`src/rtl/uart_rx_if.sv`:
```
// Signal bundle between the UART line/configuration side and the receive deserializer.
// The master side drives the serial line and frame configuration; the slave side returns characters and status.
interface uart_rx_if #(
  parameter int DIV_W = 16
);
  logic             rx;
  logic [DIV_W-1:0] divisor;
  logic [1:0]       word_len;
  logic             parity_en;
  logic             parity_even;
  logic [7:0]       rx_data;
  logic             rx_valid;
  logic             parity_err;
  logic             framing_err;
  logic             break_det;
  logic             busy;

  modport master (
    output rx, divisor, word_len, parity_en, parity_even,
    input  rx_data, rx_valid, parity_err, framing_err, break_det, busy
  );

  modport slave (
    input  rx, divisor, word_len, parity_en, parity_even,
    output rx_data, rx_valid, parity_err, framing_err, break_det, busy
  );
endinterface

```
`src/rtl/uart_rx_deserializer.sv`:
```
// UART receive front end: 16x oversampling, start validation, 5-8 data bits LSB-first,
// optional parity, single stop-bit check, and a one-clock character strobe with status flags.
module uart_rx_deserializer #(
  parameter int DIV_W = 16
) (
  input  logic    clk,
  input  logic    reset,
  uart_rx_if.slave bus
);

  typedef enum logic [2:0] {
    IDLE      = 3'd0,
    START     = 3'd1,
    DATA      = 3'd2,
    PARITY    = 3'd3,
    STOP      = 3'd4,
    WAIT_HIGH = 3'd5
  } state_e;

  state_e           state_q, state_d;
  logic             sync1_q, sync2_q;
  logic [DIV_W-1:0] baud_cnt_q, baud_cnt_d;
  logic [3:0]       os_cnt_q, os_cnt_d;
  logic [2:0]       bit_cnt_q, bit_cnt_d;
  logic [7:0]       shreg_q, shreg_d;
  logic             xor_q, xor_d;
  logic             par_err_q, par_err_d;
  logic             par_bit_q, par_bit_d;
  logic [1:0]       wl_q, wl_d;
  logic             pen_q, pen_d;
  logic             peven_q, peven_d;
  logic [7:0]       rx_data_q, rx_data_d;
  logic             rx_valid_q, rx_valid_d;
  logic             parity_err_q, parity_err_d;
  logic             framing_err_q, framing_err_d;
  logic             break_det_q, break_det_d;
  logic             busy_q, busy_d;

  logic             rx_s;
  logic [DIV_W-1:0] div_eff_s;
  logic             tick_s;
  logic             sample_s;

  assign rx_s      = sync2_q;
  assign div_eff_s = (bus.divisor == {DIV_W{1'b0}}) ? DIV_W'(1) : bus.divisor;
  assign tick_s    = (baud_cnt_q == (div_eff_s - DIV_W'(1)));
  assign sample_s  = tick_s && (os_cnt_q == 4'd7);

  // Next-state, datapath and output computation.
  always_comb begin
    state_d       = state_q;
    bit_cnt_d     = bit_cnt_q;
    shreg_d       = shreg_q;
    xor_d         = xor_q;
    par_err_d     = par_err_q;
    par_bit_d     = par_bit_q;
    wl_d          = wl_q;
    pen_d         = pen_q;
    peven_d       = peven_q;
    rx_data_d     = rx_data_q;
    rx_valid_d    = 1'b0;
    parity_err_d  = parity_err_q;
    framing_err_d = framing_err_q;
    break_det_d   = break_det_q;

    if (tick_s) begin
      baud_cnt_d = {DIV_W{1'b0}};
      os_cnt_d   = (os_cnt_q == 4'd15) ? 4'd0 : (os_cnt_q + 4'd1);
    end else begin
      baud_cnt_d = baud_cnt_q + DIV_W'(1);
      os_cnt_d   = os_cnt_q;
    end

    case (state_q)
      IDLE: begin
        if (!rx_s) begin
          // Restart both counters so every later sample lands mid-bit.
          state_d    = START;
          baud_cnt_d = {DIV_W{1'b0}};
          os_cnt_d   = 4'd0;
          bit_cnt_d  = 3'd0;
          shreg_d    = 8'h00;
          xor_d      = 1'b0;
          par_err_d  = 1'b0;
          par_bit_d  = 1'b0;
          wl_d       = bus.word_len;
          pen_d      = bus.parity_en;
          peven_d    = bus.parity_even;
        end else begin
          state_d = IDLE;
        end
      end
      START: begin
        if (sample_s) begin
          state_d = rx_s ? IDLE : DATA;
        end else begin
          state_d = START;
        end
      end
      DATA: begin
        if (sample_s) begin
          shreg_d = {rx_s, shreg_q[7:1]};
          xor_d   = xor_q ^ rx_s;
          // Last bit index is word_len + 4, i.e. {1, word_len}.
          if (bit_cnt_q == {1'b1, wl_q}) begin
            state_d = pen_q ? PARITY : STOP;
          end else begin
            bit_cnt_d = bit_cnt_q + 3'd1;
          end
        end else begin
          state_d = DATA;
        end
      end
      PARITY: begin
        if (sample_s) begin
          par_bit_d = rx_s;
          par_err_d = xor_q ^ rx_s ^ ~peven_q;
          state_d   = STOP;
        end else begin
          state_d = PARITY;
        end
      end
      STOP: begin
        if (sample_s) begin
          rx_valid_d    = 1'b1;
          rx_data_d     = shreg_q >> (2'd3 - wl_q);
          parity_err_d  = par_err_q;
          framing_err_d = ~rx_s;
          break_det_d   = (shreg_q == 8'h00) & ~par_bit_q & ~rx_s;
          state_d       = rx_s ? IDLE : WAIT_HIGH;
        end else begin
          state_d = STOP;
        end
      end
      WAIT_HIGH: begin
        if (rx_s) begin
          state_d = IDLE;
        end else begin
          state_d = WAIT_HIGH;
        end
      end
      default: begin
        state_d = IDLE;
      end
    endcase

    busy_d = (state_d != IDLE);
  end

  // State, synchronizer, counters and registered outputs.
  always_ff @(posedge clk) begin
    if (reset) begin
      state_q       <= IDLE;
      sync1_q       <= 1'b1;
      sync2_q       <= 1'b1;
      baud_cnt_q    <= {DIV_W{1'b0}};
      os_cnt_q      <= 4'd0;
      bit_cnt_q     <= 3'd0;
      shreg_q       <= 8'h00;
      xor_q         <= 1'b0;
      par_err_q     <= 1'b0;
      par_bit_q     <= 1'b0;
      wl_q          <= 2'd0;
      pen_q         <= 1'b0;
      peven_q       <= 1'b0;
      rx_data_q     <= 8'h00;
      rx_valid_q    <= 1'b0;
      parity_err_q  <= 1'b0;
      framing_err_q <= 1'b0;
      break_det_q   <= 1'b0;
      busy_q        <= 1'b0;
    end else begin
      state_q       <= state_d;
      sync1_q       <= bus.rx;
      sync2_q       <= sync1_q;
      baud_cnt_q    <= baud_cnt_d;
      os_cnt_q      <= os_cnt_d;
      bit_cnt_q     <= bit_cnt_d;
      shreg_q       <= shreg_d;
      xor_q         <= xor_d;
      par_err_q     <= par_err_d;
      par_bit_q     <= par_bit_d;
      wl_q          <= wl_d;
      pen_q         <= pen_d;
      peven_q       <= peven_d;
      rx_data_q     <= rx_data_d;
      rx_valid_q    <= rx_valid_d;
      parity_err_q  <= parity_err_d;
      framing_err_q <= framing_err_d;
      break_det_q   <= break_det_d;
      busy_q        <= busy_d;
    end
  end

  assign bus.rx_data     = rx_data_q;
  assign bus.rx_valid    = rx_valid_q;
  assign bus.parity_err  = parity_err_q;
  assign bus.framing_err = framing_err_q;
  assign bus.break_det   = break_det_q;
  assign bus.busy        = busy_q;

endmodule

```
`src/flat_wrapper.sv`:
```
// flat-port wrapper written by rule: the top's interface ports become plain ports
module uart_rx_deserializer_flat 
#(
  parameter int DIV_W = 16
)
  (clk, reset, bus_rx, bus_divisor, bus_word_len, bus_parity_en, bus_parity_even, bus_rx_data, bus_rx_valid, bus_parity_err, bus_framing_err, bus_break_det, bus_busy);
  uart_rx_if #(.DIV_W(DIV_W)) bus_i ();
  input  logic clk;
  input  logic reset;
  input wire logic [$bits(bus_i.rx)-1:0] bus_rx;
  input wire logic [$bits(bus_i.divisor)-1:0] bus_divisor;
  input wire logic [$bits(bus_i.word_len)-1:0] bus_word_len;
  input wire logic [$bits(bus_i.parity_en)-1:0] bus_parity_en;
  input wire logic [$bits(bus_i.parity_even)-1:0] bus_parity_even;
  output wire logic [$bits(bus_i.rx_data)-1:0] bus_rx_data;
  output wire logic [$bits(bus_i.rx_valid)-1:0] bus_rx_valid;
  output wire logic [$bits(bus_i.parity_err)-1:0] bus_parity_err;
  output wire logic [$bits(bus_i.framing_err)-1:0] bus_framing_err;
  output wire logic [$bits(bus_i.break_det)-1:0] bus_break_det;
  output wire logic [$bits(bus_i.busy)-1:0] bus_busy;
  assign bus_i.rx = bus_rx;
  assign bus_i.divisor = bus_divisor;
  assign bus_i.word_len = bus_word_len;
  assign bus_i.parity_en = bus_parity_en;
  assign bus_i.parity_even = bus_parity_even;
  assign bus_rx_data = bus_i.rx_data;
  assign bus_rx_valid = bus_i.rx_valid;
  assign bus_parity_err = bus_i.parity_err;
  assign bus_framing_err = bus_i.framing_err;
  assign bus_break_det = bus_i.break_det;
  assign bus_busy = bus_i.busy;
  uart_rx_deserializer #(.DIV_W(DIV_W)) u_core (.clk(clk), .reset(reset), .bus(bus_i));
endmodule
```
`config.mk`:
```
export PLATFORM = sky130hd
export DESIGN_NAME = uart_rx_deserializer_flat
export DESIGN_NICKNAME = d
export VERILOG_FILES = /design/src/rtl/uart_rx_if.sv /design/src/rtl/uart_rx_deserializer.sv /design/src/flat_wrapper.sv
export SDC_FILE = /design/constraint.sdc
export NUM_CORES = 1
export LEC_CHECK = 0
export CORE_ASPECT_RATIO = 1.5
export CORE_UTILIZATION = 45
export CTS_CLUSTER_SIZE = 8
export DETAILED_ROUTE_END_ITERATION = 10
export HOLD_SLACK_MARGIN = 0.08
export PLACE_DENSITY = 0.65
export SYNTH_ARGS = -nofsm -noshare
export SYNTH_HDL_FRONTEND = slang
export SYNTH_SLANG_ARGS = --single-unit
```
`constraint.sdc`:
```
create_clock -name clk -period 8.81 [get_ports clk]
set_input_delay 1.762 -clock clk [delete_from_list [all_inputs] [get_ports clk]]
set_output_delay 1.762 -clock clk [all_outputs]
set_load 0.05 [all_outputs]
```
==> results.toml <==
[sta]
holdWs_ps = 428
worst_slew_pin_slew_ps = 817
slew_viol_final = 0
fmax_ghz = 0.167
tns_ps = 0
fin_worst_skew_ps = 17.2
relSlewSlack_pct = 45.6
hold_viol = 0
min_period_ps = 5980
finalWorstSetupSlack_ps = 2830
fin_crit_sh_pct = 67.9
setup_viol_count_final = 0
grt_setup_unrepaired = "false"

[placed_design]
placed_area_sq_um = 3550
pre_cts_slack_ps = 2530
place.gp.congestion = 0.790
dp_hpwl_microns = 5140
port_buffers = 35
dp_cells = 483

[power_and_ir_drop]
vdd_drop_max_mv = 0.0621
p_per_area_nw_per_um2 = 126
clkPwrFrac_pct = 32.6
swShare_pct = 26.2
leakage_nw = 1.24
total_power_uw = 460
comb_power_share_pct = 10.6
netSwitchingPower_uw = 121
intPower_uw = 339
seq_power_share_pct = 56.8

[cells_and_area]
num_antenna_cells = 0
fin_util_pct = 53.2
fillCellCount = 681
drive_gt1_share_pct = 7.51
syn_to_final_growth_pct = 14.4
nets = 439
fin_area_sq_um = 3650
layout.cells.non_filler = 491

[status]
violations = "DRC"
status = "finished with violations"

[floorplanning]
dieArea_sq_um = 7430
io_pins = 36
core-area_sq_um = 6850
die_w_microns = 70.7
start_util_pct = 46.5
rows = 37
die_h_microns = 105

[worst_hold_path]
min_path_type = "reg2reg"

[setup_path]
path_cells = "clkdlybuf4s50_1 -> or4_4 -> nor4b_4 -> a21oi_1 -> ha_1 -> nor3b_1 -> and3_1 -> nor4_1 -> nand2b_1 -> nor4b_4 -> and4_4 -> a21oi_1 -> or3_1 -> a21oi_1"
cp_max_fo = 22
worstSetupEndpointType = "flip-flop"
crit_top_cell = "a21oi_1"
cp-start-kind = "input port"
slowest_stage = "or4_4"
arrival_ps = 6230
worstPathRequired_ps = 9060
critical_path_class = "in2reg"
max_stage_delay_ps = 630

[yosys]
synth_seq_area_share_pct = 35.2
syn-cell-area_sq_um = 3190
netlist_instances = 388
syn_avg_cell_area_sq_um = 8.21
ys_ff_latch = 56
ys_async_sr_fraction_pct = 0
syn-num-nets = 415
synth_edf_count = 0
ys.flop_type = "dfxtp_1"
yosysWarnings = 0
ys_types = 56

[clock_tree]
clkLatencyLatePin_ps = 320
clk_pin_slew_ps = 100
cts_setup_buffers = 0
cts_resized = 0
htreeDepth = 2
clock_sink_count = 56
cts_tree = "done"
cts_root_buf = "clkbuf_8"
clockBufferDepth = 2
cts_made_buffers = 5
hold_buffers = 0

[drt]
num_vias = 2702
wire_per_inst_microns = 13.8
drt_iter0_drc = 160
via_per_inst = 5.50
detail-route-antenna-nets = 0
drc = 8
dr.pass1.iters = 7
drt-total-wl_microns = 6770

[global_routing]
track_usage_pct = 19.7
grt_max_degree = 42
antenna_found_initial = 0
grt.overflow.total = 0
grt_pass1_wl_microns = 11900
first_global_vias = 2572

[job]
cap_violations = 0
==> placed cells by master (no fill, tap or decap), drive strengths merged, types with 4 or more instances in the layout <==
cell	Yosys	layout
dfxtp	56	56
nand2	54	54
nor2	38	38
clkdlybuf4s50	0	35
a21oi	34	34
xnor2	19	19
nand3	18	18
xor2	16	16
o21ai	11	11
mux2i	10	10
nor4	10	10
o211ai	9	9
nor3	8	8
and3	7	7
inv	5	7
nand2b	6	6
nor2b	5	5
clkbuf	12	5
or3	4	4
or2	4	4
a31oi	4	4
ha	4	4
nand4	4	4
==> registers in the layout, indices dropped and copies added (netlist names) <==
signal,count
u_core.baud_cnt_q,16
u_core.bit_cnt_q,3
u_core.bus.break_det,1
u_core.bus.busy,1
u_core.bus.framing_err,1
u_core.bus.parity_err,1
u_core.bus.rx_data,8
u_core.bus.rx_valid,1
u_core.os_cnt_q,4
u_core.par_bit_q,1
u_core.par_err_q,1
u_core.pen_q,1
u_core.peven_q,1
u_core.rx_s,1
u_core.shreg_q,8
u_core.state_q,3
u_core.sync1_q,1
u_core.wl_q,2
u_core.xor_q,1
==> logic make-up after synthesis <==
kind of cell | after synthesis | synth area share [%]
muxes | 13 | 4.20
xor gates and xnor gates | 37 | 11.0
buffers and inverters | 25 | 3.85
adders and majority gates | 4 | 1.57
AOI/OAI and AO/OA | 73 | 14.3
and+or+nand+nor | 180 | 29.9
DFF | 56 | 35.2
==> per-layer routing <==
layer,GRT usage (%),wire length [microns],part of all wire (%)
met4,8.14,170,2.5
met5,0,0,0
met1,22.7,2850,42
met3,2.03,160,2.4
met2,36.1,3580,53
==> path summary, 6_finish.rpt <==
check	from	end	slack [ps]	depth (start not counted)
min	u_core.sync1_q	u_core.rx_s	430	1
min reg2reg	u_core.sync1_q	u_core.rx_s	430	1
max	bus_divisor[4]	u_core.bit_cnt_q[0]	2830	14
max reg2reg	u_core.baud_cnt_q[7]	u_core.bit_cnt_q[0]	5890	9
==> Yosys cell counts, drive strengths merged, types with 2 or more instances <==
master  number  area (sq um)
nand4        4          31.3
xnor3        2          45.0
nor2b        5          31.3
clkbuf      12          45.0
nand2b       6          37.5
inv          5          18.8
nor3         8          40.0
o211ai       9          67.6
or3          4          25.0
buf          8          58.8
ha           4          50.1
nor3b        3          22.5
nand3b       2          15.0
o31ai        2          15.0
nor4        10          62.6
nand4b       3          26.3
o21ba        2          20.0
nand2       54           203
and3         7          43.8
xnor2       19           166
or4          3          26.3
and2         3          21.3
xor2        16           140
nor2        38           143
o22ai        3          18.8
a21oi       34           170
a31oi        4          25.0
dfxtp       56          1120
mux2i       10           100
o21ai       11          58.8
nand3       18          95.1
or2          4          25.0
mux2         3          33.8
nor4b        3          56.3
==> critical path, delay by kind of cell <==
kind,cells,cell delay (ps)
simple gates,9,3020
fa+ha+maj,1,260
buf+inv,1,550
compound gates,3,610
==> power groups by stage <==
stage               Combinational [mW]  Sequential [mW]  Clock [mW]
floorplan                       0.0309            0.265           0
global placement                0.0487            0.267           0
detailed placement              0.0491            0.267           0
CTS                             0.0492            0.261       0.157
global route                    0.0544            0.262       0.165
finish                          0.0488            0.261       0.150
==> area by class of cell <==
cell class / instances / area (sq um) / area share, %
Multi-Input combinational cell: 307 / 1950 / 53.4
Sequential cell: 56 / 1120 / 30.7
Timing Repair Buffer: 37 / 365 / 10.0
Tap cell: 78 / 97.6 / 2.68
Clock buffer: 5 / 68.8 / 1.89
Clock inverter: 3 / 26.3 / 0.720
Inverter: 5 / 18.8 / 0.515
Note: power is estimated with default switching activity, not from simulation.
